<file path="config.mk">
export PLATFORM = sky130hd
export DESIGN_NAME = intt_controller
export DESIGN_NICKNAME = d
export VERILOG_FILES = /design/src/rtl/intt_controller.sv
export SDC_FILE = /design/constraint.sdc
export NUM_CORES = 1
export LEC_CHECK = 0
export CORE_AREA = 2 2 75 77
export CTS_CLUSTER_DIAMETER = 200
export CTS_CLUSTER_SIZE = 28
export DETAILED_ROUTE_END_ITERATION = 7
export DIE_AREA = 0 0 77 79
export GPL_TIMING_DRIVEN = 0
export PLACE_DENSITY = 0.7
export SYNTH_ARGS = -nofsm -noshare
export SYNTH_HDL_FRONTEND = slang
export SYNTH_SLANG_ARGS = --single-unit
</file>
<file path="constraint.sdc">
create_clock -name clk -period 8.6 [get_ports clk]
set_input_delay 1.72 -clock clk [delete_from_list [all_inputs] [get_ports clk]]
set_output_delay 1.72 -clock clk [all_outputs]
set_load 0.005 [all_outputs]
</file>
<file path="src/rtl/intt_controller.sv">
// intt_controller: sequencer for a radix-R inverse NTT datapath.
// Walks L butterfly steps of N/R beats each, separated by PIPE drain cycles,
// and emits per-beat inverse twiddle exponents for lanes 1..R-1.
// Optional build macro: INTT_SCALE_EN adds an N/R-cycle N^-1 scaling phase
// before completion. When it is undefined, scale_en is tied low.
module intt_controller #(
    parameter int N    = 256,
    parameter int R    = 4,
    parameter int L    = 4,
    parameter int PIPE = 3
) (
    input  logic                                 clk,
    input  logic                                 rst_n,
    input  logic                                 start,
    output logic                                 busy,
    output logic                                 done,
    output logic [L-1:0]                         bf_en,
    output logic [(R-1)*$clog2(N)-1:0]           tw_exp,
    output logic                                 scale_en
);

    localparam int LOGN    = $clog2(N);
    localparam int LOGR    = $clog2(R);
    localparam int BEATS   = N / R;
    localparam int CNT_MAX = (BEATS > PIPE) ? BEATS : PIPE;
    localparam int CW      = (CNT_MAX > 1) ? $clog2(CNT_MAX) : 1;
    localparam int KW      = (L > 1) ? $clog2(L) : 1;
    localparam int TW      = (R - 1) * LOGN;

    typedef enum logic [2:0] {
        IDLE  = 3'd0,
        RUN   = 3'd1,
        DRAIN = 3'd2,
`ifdef INTT_SCALE_EN
        SCALE = 3'd3,
`endif
        DONE  = 3'd4
    } state_t;

    state_t          state_q, state_d;
    logic [KW-1:0]   k_q, k_d;
    logic [CW-1:0]   b_q, b_d;
    logic            done_q, done_d;
    logic [L-1:0]    bf_en_q, bf_en_d;
    logic [TW-1:0]   tw_exp_q, tw_exp_d;
    logic [LOGN-1:0] mask_w;
    logic [LOGN-1:0] base_w;

    // Next-state logic: step index k and beat/drain counter b.
    always_comb begin
        // NOTE: every variable gets a default first so no path leaves it unassigned (no latch).
        state_d = state_q;
        k_d     = k_q;
        b_d     = b_q;
        case (state_q)
            IDLE: begin
                if (start) begin
                    state_d = RUN;
                    k_d     = '0;
                    b_d     = '0;
                end
            end
            RUN: begin
                if (b_q == CW'(BEATS - 1)) begin
                    state_d = DRAIN;
                    b_d     = '0;
                end else begin
                    b_d = b_q + CW'(1);
                end
            end
            DRAIN: begin
                if (b_q == CW'(PIPE - 1)) begin
                    b_d = '0;
                    if (k_q == KW'(L - 1)) begin
`ifdef INTT_SCALE_EN
                        state_d = SCALE;
`else
                        state_d = DONE;
`endif
                    end else begin
                        state_d = RUN;
                        k_d     = k_q + KW'(1);
                    end
                end else begin
                    b_d = b_q + CW'(1);
                end
            end
`ifdef INTT_SCALE_EN
            SCALE: begin
                if (b_q == CW'(BEATS - 1)) begin
                    state_d = DONE;
                    b_d     = '0;
                end else begin
                    b_d = b_q + CW'(1);
                end
            end
`endif
            DONE: begin
                // start here is deliberately dropped; a new transform needs IDLE.
                state_d = IDLE;
                k_d     = '0;
                b_d     = '0;
            end
            default: begin
                state_d = IDLE;
                k_d     = '0;
                b_d     = '0;
            end
        endcase
    end

    // Output decode from the next state so the registered outputs line up with it.
    always_comb begin
        logic [LOGN-1:0] f;
        done_d   = (state_d == DONE);
        bf_en_d  = '0;
        tw_exp_d = '0;
        f        = '0;
        // Only the low log2(N/R^(k+1)) bits of b select a twiddle within a block;
        // R^k is a shift by k*log2(R).
        mask_w   = LOGN'((N >> ((int'(k_d) + 1) * LOGR)) - 1);
        base_w   = (LOGN'(b_d) & mask_w) << (int'(k_d) * LOGR);
        if (state_d == RUN) begin
            bf_en_d[k_d] = 1'b1;
            for (int i = 1; i < R; i++) begin
                // Forward exponent wraps mod N; negation mod N gives 0 for f=0.
                f = LOGN'(i) * base_w;
                tw_exp_d[(i-1)*LOGN +: LOGN] = LOGN'(0) - f;
            end
        end
    end

    // State, counters and registered outputs, cleared asynchronously.
    always_ff @(posedge clk or negedge rst_n) begin
        if (!rst_n) begin
            state_q  <= IDLE;
            k_q      <= '0;
            b_q      <= '0;
            done_q   <= 1'b0;
            bf_en_q  <= '0;
            tw_exp_q <= '0;
        end else begin
            // NOTE: sequential state uses non-blocking assignments so all flops update together.
            state_q  <= state_d;
            k_q      <= k_d;
            b_q      <= b_d;
            done_q   <= done_d;
            bf_en_q  <= bf_en_d;
            tw_exp_q <= tw_exp_d;
        end
    end

`ifdef INTT_SCALE_EN
    logic scale_en_q, scale_en_d;

    // Scaling enable asserted for the whole SCALE phase.
    always_comb begin
        scale_en_d = (state_d == SCALE);
    end

    // Registered scaling enable.
    always_ff @(posedge clk or negedge rst_n) begin
        if (!rst_n) begin
            scale_en_q <= 1'b0;
        end else begin
            scale_en_q <= scale_en_d;
        end
    end

    assign scale_en = scale_en_q;
`else
    assign scale_en = 1'b0;
`endif

    assign busy   = (state_q != IDLE);
    assign done   = done_q;
    assign bf_en  = bf_en_q;
    assign tw_exp = tw_exp_q;

endmodule

</file>
==> reports/results.ini, run 1 <==
[cts]
htree_levels=2
cts_setup_buffers=0
clk_latency_ns=0.29
cts-root-buf=clkbuf_8
cts_tree=yes
cts_resized=0
cts_hold_buf=0
path_clk_slew_ns=0.07
cts_buffers=5
cts_sinks=31
clockBufferDepth=2

[cells_and_area]
design_area_um2=2600
area_growth_pct=24.8
post-route-util_pct=48.8
layout-drive-gt1-share_pct=15.2
antennaDiodeCount=0
nets=275

[drt]
vias=1697
post-route-drc-count=0
vias_per_cell=5.16
drt_iter0_drc=100
ant_nets=0
first_pass_iters=4
drt_wl_total_um=4630
drt-wirelength-per-cell_um=14.1

[synth]
synth_top_area_cell=dfrtp_1
synth-main-ff-cell=dfrtp_1
post_synth_inst_count=217
synth_area_leaders=dfrtp_1, ha_1, nor2_1
synth.top_cell.area_share_pct=37.2
synth.distinct_cells=57
ys_async_sr_fraction_pct=100
yosysWarningCount=0
yosys-top-cells-count=dfrtp_1, nor2_1, ha_1, nand2_1, inv_1
ys_seq_area_share_pct=37.2
synth.cell_area_um2=2090
synth_most_common_cell=dfrtp_1
avgSynthCellArea_um2=9.62
synth-seq-cells=31
synth_edf_count=0

[timing]
finClkSkew_ns=0.00870
fin_tns_setup_ns=0
worstMarginPinSlew_ns=0.954
max_clock_freq_ghz=0.174
finalHoldViolCount=0
period_share_pct=67.0
setup_viol=0
rsz0062_at_grt=false
holdWs_ns=0.613
maxSlewViolCount=0
maxSlewHeadroom_pct=36.4
layout_min_cycle_time_ns=5.76
setup_slack_ns=2.84

[die]
ioPinCount=34
dieWidth_um=77
initial_utilization_pct=39.1
die-area_um2=6080
dieHeight_um=79
rows=27
fp.coreArea_um2=5340

[min_path]
worst_hold_path.num_cells=2
min-delay-start=k_q[1]
min_path_type=reg -> reg

[placement]
routabilityCongestion=0.909
dpl_cell_area_um2=2490
post-dp-hpwl_um=3440
io_buffer_count=31
dp_slack_ns=2.57

[worst_setup_path]
reg2reg_slack_ns=3.87
r2r_end=tw_exp[23]
crit_fanout=8
r2r_start=b_q[0]
crit_path_end_kind=register
crit_path_end=tw_exp[23]
reg2reg_depth=18
cp.required_ns=8.83
path_class=in -> reg
startpoint=start
startpoint_type=input pin
cp.arrival_ns=5.99

[power]
p_leak_nw=1.15
peakVddDrop_uv=346
power_density_nw_per_um2=514

[job]
maxCapViolCount=0

[global_routing]
grt_overflow=0
grt_max_degree=32
grt_pass1_vias=1732
grt_usage_pct=16.5
grt_pass1_wl_um=7900
antenna_found_initial=0

[status]
outcome=completed

==> cell type report <==
| cell class | count | area [um2] |
|---|---|---|
| Fill cell | 534 | 2730 |
| Multi-Input combinational cell | 155 | 1140 |
| Sequential cell | 31 | 776 |
| Timing Repair Buffer | 31 | 305 |
| Buffer | 17 | 121 |
| Tap cell | 72 | 90.1 |
| Clock buffer | 6 | 82.6 |
| Inverter | 15 | 56.3 |
| Clock inverter | 2 | 35.0 |
==> kinds of logic after synthesis <==
logic type / after synthesis / synth area share, %
AOI/OAI and AO/OA: 44 / 18.7
xor gates and xnor gates: 12 / 5.04
adders and majority gates: 16 / 9.59
buffers and inverters: 32 / 8.51
DFF: 31 / 37.2
muxes: 3 / 1.44
other: 1 / 0.180
and+or+nand+nor: 78 / 19.4
==> per-layer routing <==
layer | global-route usage [%] | vias up | routed length (um)
met1 | 20.7 | 802 | 2070
met3 | 2.95 | 5 | 250
met4 | 8.04 | 0 | 66
li1 | - | 832 | -
met2 | 27.5 | 58 | 2240
met5 | 0 | - | 0
==> power breakdown <==
group	switching, mW	leakage, nW	internal, mW	total, mW
Combinational	0.494	0.715	0.453	0.947
Sequential	0.0293	0.373	0.214	0.243
Clock	0.0543	0.0612	0.0936	0.148
Total	0.578	1.15	0.760	1.34
==> per-stage QoR <==
step / cells / power [mW]
floorplan: 218 / 0.930
global placement: 321 / 1.18
detailed placement: 321 / 1.19
CTS: 329 / 1.35
global route: 329 / 1.48
finish: 329 / 1.34
==> sequential cells by signal, summed over array words and instances, names as in the netlist <==
signal	count
b_q	6
state_q	3
tw_exp	15
done	1
bf_en	4
k_q	2
==> cells in the final DEF (no fill, tap or decap), drive strengths merged, types with 5 or more instances in the layout <==
master and count:
a21oi 7, buf 17, clkbuf 7, clkdlybuf4s50 30, dfrtp 31, ha 16
inv 15, nand2 16, nand3 6, nor2 26, nor3 7, nor3b 5
xor2 8
==> how the worst min path moves through the flow <==
stage                             to  slack [ns]
after detailed placement        done        0.61
after global routing          b_q[4]        0.69
after floorplan                 done        0.57
after global placement    state_q[2]        0.60
final                     state_q[2]        0.61
after CTS                 state_q[2]        0.62
==> worst max-delay path, stage by stage <==
cell	delay [ns]
clkdlybuf4s50_1	0.49
nor2_1	0.55
o32ai_4	0.24
inv_2	0.17
nand2_1	0.08
ha_1	0.33
a2111oi_4	0.37
mux2i_1	0.14
o22a_1	0.25
ha_1	0.31
ha_1	0.36
nand2_1	0.09
a211oi_2	0.18
nor3_1	0.11
or4_1	0.51
nand2_1	0.08
(Power assumes the default switching activity.)
==> run 2, diff against run 1 <==
Settings changed: PLACE_DENSITY 0.7 to 0.73.
Clock period 8.6 ns to 5.3 ns, I/O delays scaled along.
==> run 2 against run 1 <==
Net effect: final cell count increased by 0.91%; routed wire length is 2.3% higher; final area grew 0.96%; first-iteration DRC count increased by 79%; hold slack gained 0.015 ns; core utilization rose by 0.47 points; via count grew 2.2%; register-to-register slack got worse by 3.4 ns; die area did not move; clock skew fell by 0.0027 ns; worst setup slack worse by 2.6 ns.
==> reports/results.ini, run 2 (synthesized netlist as in run 1, its figures left out) <==
[status]
outcome=completed

[timing]
finalHoldViolCount=0
maxSlewViolCount=0
period_share_pct=94.9
setup_viol=0
fin_tns_setup_ns=0
worstMarginPinSlew_ns=0.866
finClkSkew_ns=0.00597
layout_min_cycle_time_ns=5.03
maxSlewHeadroom_pct=42.3
max_clock_freq_ghz=0.199

[drt]
vias_per_cell=5.23
first_pass_iters=4
drt-wirelength-per-cell_um=14.3
ant_nets=0
post-route-drc-count=0
drt_wl_total_um=4740
vias=1735
drt_iter0_drc=179

[cts]
cts-root-buf=clkbuf_8
cts_hold_buf=0
cts_sinks=31
cts_tree=yes
clockBufferDepth=2
cts_buffers=5
path_clk_slew_ns=0.06
clk_latency_ns=0.28
htree_levels=2

[worst_setup_path]
crit_chain=clkdlybuf4s50_1, a21oi_1, nand2b_1, inv_2, nand2_1, ha_1, a2111oi_4, mux2i_1, o22a_1, ha_1, ha_1, nand2_1, a211oi_2, nor3_1, or4_1, nand2_1
cp.arrival_ns=5.25
cpMaxStageDelayCell=or4_1
startpoint_type=input pin
crit_fanout=7
cp_top_family=simple AND/OR/NAND/NOR gates
r2r_end=tw_exp[23]
r2r_start=b_q[0]
cp_num_buf_inv=2
crit_path_end_kind=register
reg2reg_depth=18
reg2reg_slack_ns=0.48
cp.required_ns=5.51
path_class=in -> reg
slowest_delay_ns=0.52

[min_path]
worst_hold_path.num_cells=2
min-delay-start=k_q[1]
min_path_type=reg -> reg
min_to=done

[global_routing]
grt_usage_pct=16.7
grt_overflow=0
antenna_found_initial=0
grt_pass1_wl_um=8110
grt_max_degree=32
grt_pass1_vias=1696

[cells_and_area]
largest_reg_flops=15
layout_commonest_cell=dfrtp_1
layout-drive-gt1-share_pct=16.9
layout_common_cells=dfrtp_1, clkdlybuf4s50_1, nor2_1
nets=278
antennaDiodeCount=0
design_area_um2=2630
area_growth_pct=26.0

[job]
maxCapViolCount=0

[die]
fp.coreArea_um2=5340
dieWidth_um=77
initial_utilization_pct=39.1
rows=27
die-area_um2=6080
ioPinCount=34
dieHeight_um=79

[placement]
dpl_cell_area_um2=2490
io_buffer_count=31
routabilityCongestion=0.928
post-dp-hpwl_um=3490

[run 2: cell count changes in the layout (fill, tap and decap cells not counted), sizes merged]
cell  delta
buf      +3
[run 2: worst max-delay path by stage]
stage                     depth (start not counted)  slack, ns    endpoint  startpoint
final                                            16       0.27  tw_exp[23]       start
after CTS                                        16       0.12  tw_exp[23]       start
after global routing                             17     -0.006  tw_exp[23]       start
after detailed placement                         16      -0.11  tw_exp[23]       start
after global placement                           16      -0.09  tw_exp[23]       start
after floorplan                                  15       0.96  tw_exp[23]       start
[run 2: layout make-up]
cell class	instances	area [um2]
Tap cell	72	90.1
Buffer	17	121
Multi-Input combinational cell	155	1140
Fill cell	517	2710
Timing Repair Buffer	34	328
Sequential cell	31	776
Inverter	15	56.3
Clock inverter	2	35.0
Clock buffer	6	82.6
[run 2: tightest hold or removal path, delay by kind of cell (launching register included)]
| family | cells | cell delay (ns) |
|---|---|---|
| DFF | 1 | 0.42 |
| and+or+nand+nor | 2 | 0.17 |
[run 2: timing repair]
action	4_1_cts	5_1_grt
buffers inserted	0	3
endpoints found under the setup margin	0	1
gates resized for setup	0	2
endpoints found under the hold margin	0	0
[run 2: stage by stage]
stage / hold WS [ns] / instances / utilization (%) / setup slack, ns
floorplan: 0.566 / 218 / - / 0.963
global placement: 0.595 / 321 / 46.7 / -0.0946
detailed placement: 0.604 / 321 / 46.6 / -0.106
CTS: 0.624 / 329 / 48.8 / 0.125
global route: 0.670 / 332 / 49.2 / -0.00566
finish: 0.627 / 332 / 49.2 / 0.269
[run 2: layer usage]
metal  up-vias  part of all wire [%]  GRT usage, %
met5         -                     0             0
met4         0                   1.5          7.68
met3         6                   4.5          3.18
met2        52                    50          28.1
met1       830                    44          20.9
li1        847                     -             -
Power of run 2 is left out: the tool's default activity adds up to more than one toggle a clock period on the data nets, which glitch-free logic cannot reach.
